File: config.mk
export PLATFORM = sky130hd
export DESIGN_NAME = psg_bus_arbiter
export DESIGN_NICKNAME = d
export VERILOG_FILES = /design/src/rtl/psg_bus_arbiter.sv
export SDC_FILE = /design/constraint.sdc
export NUM_CORES = 1
export LEC_CHECK = 0
export ABC_AREA = 1
export BUFFER_PORTS_ARGS = -buffer_cell sky130_fd_sc_hd__buf_4
export CAP_MARGIN = 10
export CORE_MARGIN = 2
export CORE_UTILIZATION = 30
export CTS_CLUSTER_DIAMETER = 60
export DETAILED_ROUTE_END_ITERATION = 6
export PLACE_DENSITY_LB_ADDON = 0.05
export SYNTH_ARGS = -nofsm -noshare
export SYNTH_HDL_FRONTEND = slang
export SYNTH_SLANG_ARGS = --single-unit
File: constraint.sdc
create_clock -name CLK -period 2.9 [get_ports CLK]
set_clock_uncertainty 0.2 [all_clocks]
set_input_delay 0.725 -clock CLK [delete_from_list [all_inputs] [get_ports CLK]]
set_output_delay 0.725 -clock CLK [all_outputs]
set_load 0.05 [all_outputs]
File: src/rtl/psg_bus_arbiter.sv
// Shares the YM2149 register bus between CPU (req/ack) and player (FIFO); `PSG_ARB_SHADOW_EN adds a redundant-write filter.
// Latency: grant in IDLE, ADDR/DATA HOLD_CYCLES each, GAP/ack at 2H+1; one access per 2H+2 cycles.
// Backpressure: ply_ready = !fifo_full; CPU holds cpu_req until cpu_ack.
module psg_bus_arbiter #(
  parameter int FIFO_DEPTH  = 8,
  parameter int HOLD_CYCLES = 1
) (
  input  logic                        CLK,
  input  logic                        RESET,
  input  logic                        cpu_req,
  input  logic                        cpu_we,
  input  logic [3:0]                  cpu_addr,
  input  logic [7:0]                  cpu_wdata,
  output logic                        cpu_ack,
  output logic [7:0]                  cpu_rdata,
  input  logic                        ply_valid,
  input  logic [3:0]                  ply_addr,
  input  logic [7:0]                  ply_data,
  output logic                        ply_ready,
  input  logic                        ply_flush,
  output logic [$clog2(FIFO_DEPTH):0] fifo_level,
  output logic                        psg_bdir,
  output logic                        psg_bc,
  output logic [7:0]                  psg_di,
  input  logic [7:0]                  psg_do,
  output logic                        busy
);

  localparam int AW = $clog2(FIFO_DEPTH);
  localparam int CW = (HOLD_CYCLES > 1) ? $clog2(HOLD_CYCLES) : 1;

  typedef enum logic [1:0] {S_IDLE, S_ADDR, S_DATA, S_GAP} state_t;

  state_t        state, state_nxt;
  logic [CW-1:0] hold_cnt, hold_cnt_nxt;
  logic          hold_last;

  logic [11:0]   fifo_mem [FIFO_DEPTH];
  logic [AW-1:0] wr_ptr, rd_ptr;
  logic [AW:0]   level;
  logic          fifo_empty, fifo_full, push, pop;
  logic [11:0]   head;

  logic          own_cpu_q, we_q, last_ply;
  logic [3:0]    addr_q;
  logic [7:0]    data_q;

  logic          cpu_cand, ply_cand, grant, grant_cpu, redundant;
  logic          sel_we;
  logic [3:0]    sel_addr;
  logic [7:0]    sel_data;
  logic          own_n, we_n;
  logic [3:0]    addr_n;
  logic [7:0]    data_n;
  logic          bdir_n, bc_n, ack_n;
  logic [7:0]    di_n;

  assign fifo_empty = (level == '0);
  assign fifo_full  = (level == (AW+1)'(FIFO_DEPTH));
  assign ply_ready  = !fifo_full;
  assign fifo_level = level;
  assign head       = fifo_mem[rd_ptr];
  assign push       = ply_valid && !fifo_full && !ply_flush;
  assign hold_last  = (hold_cnt == CW'(HOLD_CYCLES - 1));
  assign busy       = (state != S_IDLE);

  // cpu_ack high means a redundant CPU grant is completing; its req is still up.
  assign cpu_cand  = cpu_req && !cpu_ack;
  assign ply_cand  = !fifo_empty;
  assign grant     = (state == S_IDLE) && (cpu_cand || ply_cand);
  assign grant_cpu = grant && cpu_cand && (!ply_cand || last_ply);
  assign pop       = grant && !grant_cpu;
  assign sel_we    = grant_cpu ? cpu_we    : 1'b1;
  assign sel_addr  = grant_cpu ? cpu_addr  : head[11:8];
  assign sel_data  = grant_cpu ? cpu_wdata : head[7:0];

`ifdef PSG_ARB_SHADOW_EN
  logic [7:0] shadow [16];

  // Register 13 always passes: writing it restarts the envelope.
  assign redundant = grant && sel_we && (sel_addr != 4'd13) && (shadow[sel_addr] == sel_data);

  always_ff @(posedge CLK) begin
    if (RESET) begin
      for (int i = 0; i < 16; i++) shadow[i] <= (i == 7) ? 8'hFF : 8'h00;
    end else if (state == S_GAP && we_q) begin
      shadow[addr_q] <= data_q;
    end
  end
`else
  assign redundant = 1'b0;
`endif

  always_comb begin
    state_nxt    = state;
    hold_cnt_nxt = hold_cnt;
    case (state)
      S_IDLE: begin
        hold_cnt_nxt = '0;
        if (grant && !redundant) state_nxt = S_ADDR;
      end
      S_ADDR: begin
        if (hold_last) begin
          state_nxt    = S_DATA;
          hold_cnt_nxt = '0;
        end else begin
          hold_cnt_nxt = hold_cnt + CW'(1);
        end
      end
      S_DATA: begin
        if (hold_last) begin
          state_nxt    = S_GAP;
          hold_cnt_nxt = '0;
        end else begin
          hold_cnt_nxt = hold_cnt + CW'(1);
        end
      end
      S_GAP:   state_nxt = S_IDLE;
      default: state_nxt = S_IDLE;
    endcase
  end

  // Bus outputs are decoded from the next state so they register cleanly.
  always_comb begin
    own_n  = grant ? grant_cpu : own_cpu_q;
    we_n   = grant ? sel_we    : we_q;
    addr_n = grant ? sel_addr  : addr_q;
    data_n = grant ? sel_data  : data_q;
    bdir_n = 1'b0;
    bc_n   = 1'b0;
    di_n   = 8'h00;
    case (state_nxt)
      S_ADDR: begin
        bdir_n = 1'b1;
        bc_n   = 1'b1;
        di_n   = {4'h0, addr_n};
      end
      S_DATA: begin
        if (we_n) begin
          bdir_n = 1'b1;
          di_n   = data_n;
        end else begin
          bc_n = 1'b1;
        end
      end
      default: ;
    endcase
    ack_n = ((state_nxt == S_GAP) && own_n) || (redundant && grant_cpu);
  end

  always_ff @(posedge CLK) begin
    if (RESET) begin
      state     <= S_IDLE;
      hold_cnt  <= '0;
      own_cpu_q <= 1'b0;
      we_q      <= 1'b0;
      addr_q    <= 4'h0;
      data_q    <= 8'h00;
      last_ply  <= 1'b1;
      psg_bdir  <= 1'b0;
      psg_bc    <= 1'b0;
      psg_di    <= 8'h00;
      cpu_ack   <= 1'b0;
      cpu_rdata <= 8'h00;
    end else begin
      state     <= state_nxt;
      hold_cnt  <= hold_cnt_nxt;
      own_cpu_q <= own_n;
      we_q      <= we_n;
      addr_q    <= addr_n;
      data_q    <= data_n;
      if (grant) last_ply <= !grant_cpu;
      psg_bdir  <= bdir_n;
      psg_bc    <= bc_n;
      psg_di    <= di_n;
      cpu_ack   <= ack_n;
      if (state == S_DATA && hold_last && !we_q) cpu_rdata <= psg_do;
    end
  end

  // Flush clears pointers; an already-granted player write keeps its latched copy.
  always_ff @(posedge CLK) begin
    if (RESET || ply_flush) begin
      wr_ptr <= '0;
      rd_ptr <= '0;
      level  <= '0;
    end else begin
      if (push) wr_ptr <= wr_ptr + AW'(1);
      if (pop)  rd_ptr <= rd_ptr + AW'(1);
      case ({push, pop})
        2'b10:   level <= level + (AW+1)'(1);
        2'b01:   level <= level - (AW+1)'(1);
        default: ;
      endcase
    end
  end

  always_ff @(posedge CLK) begin
    if (push) fifo_mem[wr_ptr] <= {ply_addr, ply_data};
  end

endmodule

; ---- After elaboration in Yosys (flattened, before gate mapping)
; Memories as Yosys holds them, arrays and structs flattened. A register that Yosys moved wholly into a read port is not among the register bits.
; Cells that the tools add are included.
; Widths: inputs -> output; s select.
[totals]
mem_count = 1
output_inout_bits = 25
ff_bits = 47
mem_bits_rw = 96
word_cells = 80
in_bits = 38
[op_classes]
muxes = 24
add_sub_neg = 5
n_reduce_logical = 25
bitwise = 1
n_eq_ne = 9
[mem_list]
columns = memory, words, width, read_ports, rd_ports_with_merged_regs, wr, line
row1 = fifo_mem, 8, 12, 1, 1, 1, 38  ; logic [11:0] fifo_mem [FIFO_DEPTH];
[op_table]
columns = operator, count
row1 = $mux 8, 3
row2 = $pmux 8 s2, 1
row3 = $eq 2x2->1 const B, 5
row4 = $logic_and 1x1->1, 10
row5 = $mux 1, 8
row6 = $mux 4, 2
row7 = $pmux 2 s4, 1
row8 = $pmux 4 s2, 1
row9 = $add 3x1->3 const B, 2
row10 = $eq 2x1->1 const B, 3
row11 = $logic_not 1->1, 6
row12 = $mux 2, 3
row13 = $mux 3, 2
row14 = $pmux 1 s2, 3
row15 = $reduce_bool 2->1, 3
row16 = $add 4x1->4 const B, 1
row17 = $eq 4x4->1 const B, 1
row18 = $logic_not 4->1, 1
row19 = $sub 4x1->4 const B, 1
row20 = $logic_or 1x1->1, 3
row21 = $logic_not 2->1, 1
row22 = $reduce_or 2->1, 1
row23 = $add 1x1->1 const B, 1
row24 = $not 1->1, 1

; ---- Logic depth before layout (Yosys ltp)
[logic_depth]
ltp_word = 10
depth_mapped = 13
ltp_nobuf = 12

; ---- Worst setup path after synthesis
; Ideal clock, no wire load.
[synth_timing]
path_type = flip-flop to flip-flop
start = register level[0] (netlist: fifo_level[0])
end = memory fifo_mem[0][0], enable pin
n_path_buf = 0
slack_ns = -0.021
period_less_slack_ns = 2.921
stages_incl_launch_ff = 6
arrival_ns = 2.341
setup_time_ns = 0.380
t_required_ns = 2.320
path_cell_list = dfxtp_1 nor2_4 nand3_1 nand3_2 or2_1 nor2_1
[synth_via]
elab_chain_cells = 6
[synth_rtl]
columns = item, line
row1 = start: declaration, 40  ; logic [AW:0] level;
row2 = start signal: assignment, 191  ; 2'b10: level <= level + (AW+1)'(1);
row3 = start signal: assignment, 192  ; 2'b01: level <= level - (AW+1)'(1);
row4 = $eq 4x4->1, 59  ; assign fifo_full = (level == (AW+1)'(FIFO_DEPTH));
row5 = $logic_not 1->1, -
row6 = net ply_ready, 19  ; output logic ply_ready,
row7 = $logic_and 1x1->1 (2 in a row), 63  ; assign push = ply_valid && !fifo_full && !ply_flush;
row8 = $mux 1, 199  ; if (push) fifo_mem[wr_ptr] <= {ply_addr, ply_data};
row9 = $mux 1 (not written as such), 199
row10 = end: declaration, 38
; The timed path passes the listed nets, and every way through them passes these cells.

; ---- Worst setup path after layout
[layout_timing]
start = register state[0]
end = output busy
[layout_via]
elab_chain_cells = 1
[layout_rtl]
columns = item, line
row1 = start: declaration, 34  ; state_t state, state_nxt;
row2 = start signal: assignment, 166  ; state <= state_nxt;
row3 = $reduce_bool 2->1, 65  ; assign busy = (state != S_IDLE);
row4 = end: declaration, 26  ; output logic busy
; No other way between the ends.

==> metrics.yaml <==
setup_path:
  reg2reg_depth: 11
  r2r_start: "state[0]"
  cp_max_fo: 4
  cp-start-kind: "flop"
  reg2reg_slack_ns: 0.52
  critical_path_arrival_ns: 1.51
  cp-end-kind: "output pin"
  critical_path_class: "reg -> out"
  timing.rr.end: "fifo_level[2]"
  required_ns: 1.98
global_routing:
  grt_pass1_vias: 4180
  overflow: 0
  grt_usage_pct: 14.5
  antenna_found_initial: 0
  grt_start_max_net_pins: 49
  grt_pass1_wl_um: 23400
place:
  io_buffers: 62
  gp_routability_congestion: 0.765
  post-place-ws_ns: 0.186
  hpwl_um: 9410
floorplan:
  fp.dieH_um: 146
  die_area_sq_um: 21300
  core_area_sq_um: 19700
  io_pins: 63
  std_cell_rows: 51
  die_x_um: 146
  initial_core_util_pct: 30.8
timing:
  rsz0062_at_grt: "no"
  worst_slack_ns: 0.466
  setup_viol: 0
  whs_ns: 0.263
  fmax_mhz: 411
  min_period_ns: 2.43
  tightest_slew_ns: 0.589
  fin_crit_sh_pct: 83.9
  max_slew_margin_pct: 60.7
  drv_slew: 0
  hold_viol_final: 0
hold_path:
  holdCritStartpoint: "own_cpu_q"
  hold_class: "reg -> reg"
  hold_path_end: "own_cpu_q"
  hold_depth: 2
detailed_routing:
  drt_iter0_markers: 179
  wirelength_um: 14900
  dr.pass1.iters: 4
  routedWlPerCell_um: 15.4
  post-route-drc-count: 0
  vias: 4232
  ant_nets: 0
  via_per_inst: 4.37
synthesis:
  syn_area_sq_um: 6050
  yosysSeqAreaShare_pct: 63.9
  synthesis.nets: 666
  syn_inst: 618
  yosys.area.top_type: "edfxtp_1"
  avgSynthCellArea_sq_um: 9.79
  synthTopCellsByArea: "edfxtp_1 (48%), dfxtp_1 (16%), nand2_1 (11%)"
  synth_seq_cells: 145
  yosysWarnings: 0
  synth.distinct_cells: 32
  synth_top_area_share_pct: 47.7
cts:
  numCtsBuffers: 17
  cts_max_path_buffers: 2
  clock-sinks: 145
  cts_resized: 0
  cts_max_level: 4
  clock_latency_ns: 0.42
  cts_setup_buffers: 0
  cts_tree: "built"
  clk_pin_slew_ns: 0.06
  hold_buffers: 0
  cts_root_buf: "clkbuf_16"
cells_and_area:
  fin_nets: 739
  antenna_cells: 0
  syn_to_final_growth_pct: 22.5
  fillers: 2041
  drive_above_1_share_pct: 17.2
power:
  peakVddDrop_mv: 0.377
  cellLeakagePower_nw: 3.08
  p_total_mw: 6.08
  p_per_area_nw_per_um2: 821
status:
  outcome: "complete, no violations"
flow_run:
  drv_cap: 0
## worst max path at each step
stage	cells past startpoint	end	from	slack, ns
final	4	busy	state[0]	0.47
after global routing	11	fifo_level[2]	state[0]	0.32
after CTS	4	busy	state[0]	0.43
after detailed placement	11	fifo_level[2]	cpu_req	0.19
after global placement	11	fifo_level[2]	cpu_req	0.29
after floorplan	5	fifo_mem[0][0]	fifo_level[0]	-0.02
## cell type report
class	instances	area (sq um)	area share (%)
repair buffers	77	578	7.80
clock inverters	13	168	2.26
flip-flops and latches	145	3860	52.1
clock buffers	19	433	5.84
inverters	58	218	2.94
multi-input cells	392	1820	24.5
well taps	265	332	4.47
## layer usage
layer  global-route usage [%]  wire length (um)
met2                     24.1              7160
met4                     5.10               194
met5                        0                 0
met3                     3.54               595
met1                     18.6              6990
## kinds of logic after synthesis
family                   Yosys count  synth area share [%]
AND/OR/NAND/NOR                  319                  22.1
flip-flops                       145                  63.9
buffers and inverters             81                  6.04
AO/OA/AOI/OAI                     60                  5.48
adder cells (fa/ha/maj)           10                  2.07
XOR/XNOR                           3                 0.435
## worst max-delay path: stages (launching register included)
cell and delay, ns:
dfxtp_1 0.35, inv_1 0.10, ha_1 0.29, inv_1 0.14, buf_4 0.22
## where the power goes
group	switching, mW	total, mW	leakage [nW]	internal, mW
logic	0.975	1.40	1.53	0.428
clock network	0.822	2.25	0.283	1.42
registers	0.0624	2.43	1.27	2.37
## state kept, by name, summed over array words and instances (netlist names), 2 cells and up, named ones only
name	count
addr_q	4
cpu_rdata	8
data_q	8
fifo_level	4
fifo_mem	96
psg_di	8
rd_ptr	3
state	2
wr_ptr	3
## per-stage QoR
| stage | setup TNS [ns] | util (%) | area (sq um) | cells |
|---|---|---|---|---|
| 4_1_cts | 0 | 37.7 | 7410 | 969 |
| 3_3_place_gp | 0 | 34.7 | 6810 | 937 |
| 5_1_grt | 0 | 37.7 | 7410 | 969 |
| 2_1_floorplan | -1.01 | - | 6050 | 618 |
| 6_report | 0 | 37.7 | 7410 | 969 |
| 3_5_place_dp | 0 | 34.7 | 6810 | 937 |
## cells in the mapped netlist, drive strengths merged
cell / number
a211oi: 1
a21oi: 26
and2: 2
and3: 1
buf: 18
clkbuf: 5
dfxtp: 49
edfxtp: 96
ha: 10
inv: 58
nand2: 189
nand3: 59
nand3b: 1
nand4: 1
nor2: 64
nor3: 1
o211ai: 3
o21ai: 30
or2: 1
xnor2: 1
xor2: 2
## layout by cell type (no fill, tap or decap)
cell type	count
clkinv_2	2
bufinv_16	4
nand3_1	57
ha_1	10
a211oi_1	1
clkinvlp_4	3
nand3_2	2
nand2_1	185
inv_1	54
and3_1	1
xor2_1	2
edfxtp_1	96
inv_2	4
nand4_1	1
o21ai_1	15
nor2_2	2
xnor2_1	1
nor3_1	1
or2_1	1
a21oi_1	24
clkbuf_1	2
buf_4	77
clkbuf_16	17
nor2_4	3
nor2_1	59
a21oi_2	2
clkinv_1	4
nand3b_1	1
dfxtp_1	49
o211ai_4	1
nand2_2	4
o211ai_1	2
and2_1	2
o21ai_0	15
(Power assumes the default switching activity.)
